[config.mk]
export PLATFORM = sky130hd
export DESIGN_NAME = mem_arbiter_flat
export DESIGN_NICKNAME = d
export VERILOG_FILES = /design/src/rtl/mem_arbiter_if.sv /design/src/rtl/mem_arbiter.sv /design/src/flat_wrapper.sv
export SDC_FILE = /design/constraint.sdc
export NUM_CORES = 1
export LEC_CHECK = 0
export ABC_AREA = 1
export CORE_AREA = 5 5 184 186
export DETAILED_ROUTE_END_ITERATION = 12
export DIE_AREA = 0 0 189 191
export GPL_TIMING_DRIVEN = 1
export PLACE_DENSITY = 0.68
export SYNTH_ARGS = -nofsm -noshare
export SYNTH_HDL_FRONTEND = slang
export SYNTH_SLANG_ARGS = --single-unit
[constraint.sdc]
create_clock -name CLK -period 3.46 [get_ports CLK]
set_input_delay 0.692 -clock CLK [delete_from_list [all_inputs] [get_ports CLK]]
set_output_delay 0.692 -clock CLK [all_outputs]
set_load 0.01 [all_outputs]
[src/rtl/mem_arbiter_if.sv]
// Bundle of the instruction-cache, data-cache and main-memory signals that meet at
// the memory arbiter. The arbiter takes the slave view; the surrounding system takes the master view.
`timescale 1ns/1ps
interface mem_arbiter_if #(
    parameter int ADDR_W = 6,
    parameter int D_W    = 32,
    parameter int I_W    = 128
);
    logic              i_read;
    logic [ADDR_W-1:0] i_address;
    logic [I_W-1:0]    i_readdata;
    logic              i_busywait;

    logic              d_read;
    logic              d_write;
    logic [ADDR_W-1:0] d_address;
    logic [D_W-1:0]    d_writedata;
    logic [D_W-1:0]    d_readdata;
    logic              d_busywait;

    logic              mem_read;
    logic              mem_write;
    logic [ADDR_W:0]   mem_address;
    logic [I_W-1:0]    mem_writedata;
    logic [I_W-1:0]    mem_readdata;
    logic              mem_busywait;

    modport slave (
        input  i_read, i_address,
        output i_readdata, i_busywait,
        input  d_read, d_write, d_address, d_writedata,
        output d_readdata, d_busywait,
        output mem_read, mem_write, mem_address, mem_writedata,
        input  mem_readdata, mem_busywait
    );

    modport master (
        output i_read, i_address,
        input  i_readdata, i_busywait,
        output d_read, d_write, d_address, d_writedata,
        input  d_readdata, d_busywait,
        input  mem_read, mem_write, mem_address, mem_writedata,
        output mem_readdata, mem_busywait
    );
endinterface

[src/rtl/mem_arbiter.sv]
// Round-robin arbiter sharing one 128-bit main-memory port between instruction-cache
// refills and data-cache refills/write-backs; one transfer in flight, read data registered.
`timescale 1ns/1ps
module mem_arbiter #(
    parameter int ADDR_W = 6,
    parameter int D_W    = 32,
    parameter int I_W    = 128
) (
    input logic          CLK,
    input logic          RESET,
    mem_arbiter_if.slave bus
);
    typedef enum logic [2:0] {
        IDLE    = 3'd0,
        GRANT_I = 3'd1,
        GRANT_D = 3'd2,
        RESP_I  = 3'd3,
        RESP_D  = 3'd4
    } state_t;

    typedef enum logic {
        SIDE_I = 1'b0,
        SIDE_D = 1'b1
    } side_t;

    state_t         state_q, state_d;
    side_t          last_grant_q, last_grant_d;
    logic           started_q, started_d;
    logic [I_W-1:0] i_readdata_q, i_readdata_d;
    logic [D_W-1:0] d_readdata_q, d_readdata_d;

    logic i_req;
    logic d_req;

    assign i_req = bus.i_read;
    assign d_req = bus.d_read | bus.d_write;

    // NOTE: every _d signal takes its hold value first, so no path through this block infers a latch.
    always_comb begin
        state_d      = state_q;
        last_grant_d = last_grant_q;
        started_d    = started_q;
        i_readdata_d = i_readdata_q;
        d_readdata_d = d_readdata_q;

        case (state_q)
            IDLE: begin
                // On a tie the side that did not win last time goes first.
                if (i_req && (!d_req || last_grant_q == SIDE_D)) begin
                    state_d      = GRANT_I;
                    last_grant_d = SIDE_I;
                end else if (d_req) begin
                    state_d      = GRANT_D;
                    last_grant_d = SIDE_D;
                end
            end

            GRANT_I: begin
                if (!i_req) begin
                    state_d   = IDLE;
                    started_d = 1'b0;
                end else if (!started_q) begin
                    started_d = bus.mem_busywait;
                end else if (!bus.mem_busywait) begin
                    i_readdata_d = bus.mem_readdata;
                    started_d    = 1'b0;
                    state_d      = RESP_I;
                end
            end

            GRANT_D: begin
                if (!d_req) begin
                    state_d   = IDLE;
                    started_d = 1'b0;
                end else if (!started_q) begin
                    started_d = bus.mem_busywait;
                end else if (!bus.mem_busywait) begin
                    if (!bus.d_write) begin
                        d_readdata_d = bus.mem_readdata[D_W-1:0];
                    end
                    started_d = 1'b0;
                    state_d   = RESP_D;
                end
            end

            RESP_I, RESP_D: begin
                state_d = IDLE;
            end

            default: begin
                state_d   = IDLE;
                started_d = 1'b0;
            end
        endcase
    end

    // NOTE: sequential state is updated with non-blocking assignments so all registers see pre-edge values.
    always_ff @(posedge CLK or negedge RESET) begin
        if (!RESET) begin
            state_q      <= IDLE;
            last_grant_q <= SIDE_D;
            started_q    <= 1'b0;
            i_readdata_q <= '0;
            d_readdata_q <= '0;
        end else begin
            state_q      <= state_d;
            last_grant_q <= last_grant_d;
            started_q    <= started_d;
            i_readdata_q <= i_readdata_d;
            d_readdata_q <= d_readdata_d;
        end
    end

    // Memory strobes follow the granted cache's live request, so a withdrawn request drops them at once.
    always_comb begin
        bus.mem_read      = 1'b0;
        bus.mem_write     = 1'b0;
        bus.mem_address   = '0;
        bus.mem_writedata = '0;

        case (state_q)
            GRANT_I: begin
                bus.mem_address = {1'b0, bus.i_address};
                bus.mem_read    = bus.i_read;
            end
            GRANT_D: begin
                bus.mem_address   = {1'b1, bus.d_address};
                bus.mem_writedata = {{(I_W-D_W){1'b0}}, bus.d_writedata};
                bus.mem_write     = bus.d_write;
                bus.mem_read      = bus.d_read & ~bus.d_write;
            end
            default: begin
            end
        endcase
    end

    assign bus.i_busywait = RESET & i_req & (state_q != RESP_I);
    assign bus.d_busywait = RESET & d_req & (state_q != RESP_D);
    assign bus.i_readdata = i_readdata_q;
    assign bus.d_readdata = d_readdata_q;
endmodule
[src/flat_wrapper.sv]
// flat-port wrapper written by rule: the top's interface ports become plain ports
module mem_arbiter_flat 
#(
    parameter int ADDR_W = 6,
    parameter int D_W    = 32,
    parameter int I_W    = 128
)
  (CLK, RESET, bus_i_read, bus_i_address, bus_i_readdata, bus_i_busywait, bus_d_read, bus_d_write, bus_d_address, bus_d_writedata, bus_d_readdata, bus_d_busywait, bus_mem_read, bus_mem_write, bus_mem_address, bus_mem_writedata, bus_mem_readdata, bus_mem_busywait);
  mem_arbiter_if #(.ADDR_W(ADDR_W), .D_W(D_W), .I_W(I_W)) bus_i ();
  input logic CLK;
  input logic RESET;
  input wire logic [$bits(bus_i.i_read)-1:0] bus_i_read;
  input wire logic [$bits(bus_i.i_address)-1:0] bus_i_address;
  output wire logic [$bits(bus_i.i_readdata)-1:0] bus_i_readdata;
  output wire logic [$bits(bus_i.i_busywait)-1:0] bus_i_busywait;
  input wire logic [$bits(bus_i.d_read)-1:0] bus_d_read;
  input wire logic [$bits(bus_i.d_write)-1:0] bus_d_write;
  input wire logic [$bits(bus_i.d_address)-1:0] bus_d_address;
  input wire logic [$bits(bus_i.d_writedata)-1:0] bus_d_writedata;
  output wire logic [$bits(bus_i.d_readdata)-1:0] bus_d_readdata;
  output wire logic [$bits(bus_i.d_busywait)-1:0] bus_d_busywait;
  output wire logic [$bits(bus_i.mem_read)-1:0] bus_mem_read;
  output wire logic [$bits(bus_i.mem_write)-1:0] bus_mem_write;
  output wire logic [$bits(bus_i.mem_address)-1:0] bus_mem_address;
  output wire logic [$bits(bus_i.mem_writedata)-1:0] bus_mem_writedata;
  input wire logic [$bits(bus_i.mem_readdata)-1:0] bus_mem_readdata;
  input wire logic [$bits(bus_i.mem_busywait)-1:0] bus_mem_busywait;
  assign bus_i.i_read = bus_i_read;
  assign bus_i.i_address = bus_i_address;
  assign bus_i_readdata = bus_i.i_readdata;
  assign bus_i_busywait = bus_i.i_busywait;
  assign bus_i.d_read = bus_d_read;
  assign bus_i.d_write = bus_d_write;
  assign bus_i.d_address = bus_d_address;
  assign bus_i.d_writedata = bus_d_writedata;
  assign bus_d_readdata = bus_i.d_readdata;
  assign bus_d_busywait = bus_i.d_busywait;
  assign bus_mem_read = bus_i.mem_read;
  assign bus_mem_write = bus_i.mem_write;
  assign bus_mem_address = bus_i.mem_address;
  assign bus_mem_writedata = bus_i.mem_writedata;
  assign bus_i.mem_readdata = bus_mem_readdata;
  assign bus_i.mem_busywait = bus_mem_busywait;
  mem_arbiter #(.ADDR_W(ADDR_W), .D_W(D_W), .I_W(I_W)) u_core (.CLK(CLK), .RESET(RESET), .bus(bus_i));
endmodule
==> run_results.csv, run 1 <==
group,metric,value,unit
placement,dp_hpwl,18.5,mm
pwr,vdd_ir_drop_max,0.442,mV
worst_setup_path,end_kind,"output pin",
drt,drt-pass1-iter-count,4,
worst_setup_path,cp_cell_sequence,"nor3_4, buf_4, inv_2, nor2_1, clkdlybuf4s50_1",
worst_setup_path,cp.required,2.77,ns
sta,timing.final.crit_share,90.9,%
clock_network,cts.path.max_buffers,2,
synth,synth_top_cell_by_area,"dfrtp_1",
cells_and_area,diodes,0,
clock_network,ctsHtreeMaxLevel,4,
synth,synth_edf_count,0,
synth,synthArstFlopShare,100,%
pwr,power_density,754,nW/um^2
synth,syn_avg_cell_area,9.47,sq um
placement,dpl_cell_area,12000,sq um
synth,seq_area_frac_synth,50.1,%
cells_and_area,fin_util,39.0,%
sta,min_period,3.15,ns
synth,yosysMostFrequentCell,"nand2_1",
synth,syn_area,8250,sq um
worst_setup_path,max_stage_delay,0.58,ns
floorplan,die_w,189,um
clock_network,cts_root_buf,"clkbuf_16",
worst_setup_path,critPathSlowestCell,"dfrtp_1",
worst_setup_path,cp.arrival,2.45,ns
synth,synth_area_leaders,"dfrtp_1, o21ai_2, buf_4",
sta,relSlewSlack,36.4,%
sta,rsz0062_at_grt,"no",
pwr,internal-power,6.14,mW
sta,tightest_slew,0.954,ns
drt,routed_wirelength,23.7,mm
floorplan,core,32100,sq um
global_routing,grt_pass1_vias,6450,
clock_network,cts_tree,"built",
clock_network,insertion_delay,0.44,ns
placement,portBuffers,380,
clock_network,clk_pin_slew_worst_paths,0.08,ns
pwr,static-leakage-power,6.11,nW
hold_path,hold_path_class,"in2async",
pwr,swShare,35.1,%
floorplan,dieArea,36100,sq um
synth,yosys_warnings,0,
clock_network,cts_setup_buffers,0,
job,maxCapViolCount,0,
drt,wl_per_cell,14.2,um
global_routing,grt-ovfl-total,0,
synth,synth_flop_cell,"dfrtp_1",
global_routing,antenna_found_initial,0,
placement,place.gp.congestion,0.848,
sta,worst_slack,0.313,ns
clock_network,hold_buffers,0,
placement,dp_slack,0.590,ns
drt,postRouteAntennaNets,0,
sta,tns,0,ns
floorplan,pin_count,477,
cells_and_area,area_growth,52.0,%
synth,syn_inst,871,
drt,vias,6408,
floorplan,start_util,25.7,%
run_status,status,"finished clean",
floorplan,rows,66,
pwr,combPwrFrac,45.7,%
pwr,p_clk_share,19.9,%
global_routing,grt_usage,12.8,%
synth,ys_types,24,
pwr,p_sw,3.32,mW
worst_setup_path,crit_fanout,34,
sta,slew_violations,0,
drt,drt_iter0_markers,210,
worst_setup_path,path_buf_inv,3,
worst_setup_path,crit_family,"buffers and inverters",
drt,vias_per_cell,3.84,
clock_network,cts_sinks,165,
pwr,p_seq_share,34.3,%
worst_setup_path,start_kind,"flop",
global_routing,grt_max_degree,90,
global_routing,grt_pass1_wl,36.5,mm
drt,drc,0,
synth,synth_top_area_share,49.8,%
sta,clock_skew,0.00736,ns
sta,setup_viol,0,
clock_network,post_cts_resize_count,0,
cells_and_area,final_nets,1424,
synth,netlist_top_cells_count,"nand2_1, inv_1, dfrtp_1, o21ai_2, buf_4",
cells_and_area,fillCellCount,3230,
floorplan,die_h,191,um
sta,max_freq,318,MHz
worst_setup_path,path_class,"reg2out",
clock_network,cts_made_buffers,17,
cells_and_area,drive_above_1_share,15.4,%
synth,ys_ff_latch,165,
sta,hold_viol_final,0,
cells_and_area,design_area,12500,sq um
through the flow:
stage,instances,hold WS (ns),total power [mW]
2_1_floorplan,966,0.396,5.19
5_1_grt,1667,0.327,10.1
3_5_place_dp,1635,0.466,7.67
4_1_cts,1667,0.303,9.62
3_3_place_gp,1635,0.463,7.58
6_report,1667,0.307,9.45
kinds of logic after synthesis:
logic type | share of synthesized area (%)
AO/OA/AOI/OAI | 17.0
other | 0.0455
AND/OR/NAND/NOR | 11.2
buffers and inverters | 21.7
flip-flops | 50.1
area by class of cell:
class	instances	area [sq um]	share of cell area (%)
tap	408	510	4.07
clock buffer	17	425	3.39
sequential	165	4130	32.9
timing repair buffer	396	3990	31.8
inverter	172	646	5.15
clock inverter	15	154	1.23
multi-input combinational	494	2680	21.4
state kept, by name, summed over array words and instances (netlist names):
name,count
u_core.bus.i_readdata,128
u_core.bus.d_readdata,32
u_core.state_q,3
u_core.last_grant_q,1
u_core.started_q,1
worst paths after layout:
check                      cells past startpoint                       from                          to  slack (ns)
setup / recovery                               5          u_core.state_q[0]       bus_mem_writedata[17]        0.31
hold / removal                                 2                      RESET   u_core.bus.i_readdata[25]        0.31
setup reg to reg                               6          u_core.state_q[2]  u_core.bus.i_readdata[118]        1.42
hold reg to reg                                2  u_core.bus.i_readdata[88]   u_core.bus.i_readdata[88]        0.48
max in group asynchronous                      3                      RESET   u_core.bus.i_readdata[82]        1.79
min in group CLK                               2  u_core.bus.i_readdata[88]   u_core.bus.i_readdata[88]        0.48
routing by layer:
layer	part of all wire [%]	vias to the layer above	global-route usage (%)
met2	48	287	21.4
met4	1.8	0	4.29
met3	11	26	5.93
met5	0	-	0
li1	-	3202	-
met1	39	2893	14.5
layout by cell type, fill, tap and decap left out, types with 9 or more instances in the layout:
cell type / netlist / routed
buf_4: 97 / 11
clkbuf_16: 0 / 17
clkdlybuf4s50_1: 0 / 379
conb_1: 1 / 96
dfrtp_1: 164 / 164
inv_1: 170 / 170
nand2_1: 174 / 174
nor2_1: 39 / 39
o21ai_0: 9 / 9
o21ai_1: 19 / 19
o21ai_2: 136 / 136
power by group through the flow:
stage	logic, mW	clock network, mW	registers, mW
6_report	4.32	1.88	3.25
5_1_grt	4.68	2.04	3.37
2_1_floorplan	1.55	0	3.64
3_5_place_dp	4.38	0	3.28
4_1_cts	4.40	1.96	3.26
3_3_place_gp	4.34	0	3.24
No activity file was read; power rests on OpenSTA's default activity.
==> run 2, diff against run 1 <==
Settings changed: CORE_AREA 5 5 184 186 to 2 2 186 188, DIE_AREA 0 0 189 191 to 0 0 188 190, PLACE_DENSITY 0.68 to 0.66.
==> run 2 against run 1 <==
Clock skew rose by 0.010 ns. First-iteration DRC count grew 32%. Die area decreased by 1.0%. Register-to-register slack worse by 0.04 ns. Routed wire length fell by 5.4%. Final area rose by 0.68%. Fmax grew 2.4%. Final cell count rose by 3.1%. Setup slack improved by 0.075 ns. Power rose by 0.62%. Sequential power about the same. Critical path type unchanged. Critical endpoint is now bus_mem_writedata[3]. Highest routed layer unchanged.
==> run_results.csv, run 2 (synthesized netlist as in run 1, its figures left out) <==
group,metric,value,unit
floorplan,dieArea,35700,sq um
floorplan,die_w,188,um
drt,vias_per_cell,3.73,
sta,min_period,3.07,ns
placement,placedCellCount,1682,
clock_network,cts.path.max_buffers,2,
sta,slew_violations,0,
drt,drc,0,
floorplan,rows,68,
worst_setup_path,cp_cell_sequence,"nor3_4, inv_2, nor2_1, clkdlybuf4s50_1",
global_routing,antenna_found_initial,0,
placement,dp_slack,0.565,ns
floorplan,die_h,190,um
pwr,vdd_ir_drop_max,0.476,mV
floorplan,core,33900,sq um
placement,dpl_cell_area,12000,sq um
worst_setup_path,cp.required,2.77,ns
sta,tns,0,ns
pwr,power_density,753,nW/um^2
sta,clock_skew,0.0178,ns
worst_setup_path,path_class,"reg2out",
sta,max_freq,326,MHz
pwr,total_power,9.51,mW
cells_and_area,diodes,0,
drt,routed_wirelength,22.4,mm
drt,wl_per_cell,13.1,um
cells_and_area,final_nets,1428,
clock_network,cts_tree,"built",
drt,vias,6407,
sta,hold_viol_final,0,
sta,relSlewSlack,39.5,%
global_routing,grt-ovfl-total,0,
cells_and_area,layout.cells.non_filler,1718,
drt,postRouteAntennaNets,0,
sta,rsz0062_at_grt,"no",
placement,place.gp.congestion,0.854,
sta,hold_slack,0.376,ns
pwr,static-leakage-power,6.13,nW
placement,dp_hpwl,17.4,mm
cells_and_area,fillCellCount,3397,
global_routing,grt_usage,12.6,%
floorplan,pin_count,477,
clock_network,cts_sinks,165,
sta,timing.final.crit_share,88.8,%
global_routing,grt_pass1_wl,34.7,mm
worst_setup_path,critPathSlowestCell,"dfrtp_1",
worst_setup_path,crit_fanout,34,
floorplan,start_util,24.3,%
clock_network,cts_made_buffers,17,
cells_and_area,drive_above_1_share,15.7,%
cells_and_area,largest_reg_flops,128,
clock_network,insertion_delay,0.44,ns
cells_and_area,register_area,4130,sq um
global_routing,grt_pass1_vias,6166,
worst_setup_path,max_stage_delay,0.59,ns
hold_path,hold_path_class,"in2async",
worst_setup_path,start_kind,"flop",
clock_network,cts_root_buf,"clkbuf_16",
worst_setup_path,end_kind,"output pin",
cells_and_area,final_common_cell,"clkdlybuf4s50_1",
clock_network,post_cts_resize_count,0,
clock_network,clk_pin_slew_worst_paths,0.07,ns
cells_and_area,final_cell_mix,"clkdlybuf4s50_1, nand2_1, inv_1",
drt,drt_iter0_markers,278,
cells_and_area,area_growth,53.1,%
sta,worst_slack,0.388,ns
sta,setup_viol,0,
worst_setup_path,cp.arrival,2.38,ns
drt,drt-pass1-iter-count,4,
cells_and_area,design_area,12600,sq um
global_routing,grt_max_degree,77,
clock_network,ctsHtreeMaxLevel,4,
run_status,status,"finished clean",
worst_setup_path,crit_family,"buffers and inverters",
sta,tightest_slew,0.908,ns
placement,portBuffers,380,
job,maxCapViolCount,0,
cells_and_area,multiInputGateArea,2680,sq um
cells_and_area,fin_util,37.2,%
worst_setup_path,path_buf_inv,2,
[run 2: cell types whose count changed in the layout (fill, tap and decap cells not counted), sizes merged]
cell / change
buf: +4
clkinv: -2
bufinv: +1
clkbuf: +1
[run 2: area by class of cell]
cell class	count	area share [%]
Sequential cell	165	32.7
Timing Repair Buffer	400	31.6
Multi-Input combinational cell	494	21.3
Inverter	172	5.11
Tap cell	455	4.51
Clock buffer	18	3.48
Clock inverter	14	1.28
[run 2: worst paths after layout]
| kind | slack (ns) | startpoint | to | depth (start not counted) |
|---|---|---|---|---|
| setup / recovery | 0.39 | u_core.state_q[0] | bus_mem_writedata[3] | 4 |
| hold reg to reg | 0.48 | u_core.bus.i_readdata[68] | u_core.bus.i_readdata[68] | 2 |
| min in group CLK | 0.48 | u_core.bus.i_readdata[68] | u_core.bus.i_readdata[68] | 2 |
| hold / removal | 0.38 | RESET | u_core.bus.i_readdata[119] | 2 |
| max in group asynchronous | 1.75 | RESET | u_core.bus.i_readdata[95] | 3 |
| setup reg to reg | 1.38 | u_core.state_q[0] | u_core.bus.d_readdata[22] | 6 |
[run 2: routing by layer]
metal / vias to the layer above / global-route usage (%) / part of all wire [%]
met5: - / 0 / 0
met4: 0 / 4.33 / 1.6
met3: 15 / 5.66 / 9.6
met2: 275 / 20.2 / 47
met1: 2915 / 14.9 / 42
li1: 3202 / - / -
[run 2: what timing repair did]
action | in CTS | in global routing
buffers inserted | 0 | 4
hold buffers | 0 | 0
hold endpoints to repair | 0 | 0
endpoints found under the setup margin | 0 | 32
[run 2: report_power, final]
group	total, mW	internal, mW	switching (mW)	leakage [nW]
combinational	4.30	2.42	1.88	3.64
clock	1.94	1.05	0.894	0.290
sequential	3.26	2.77	0.493	2.20
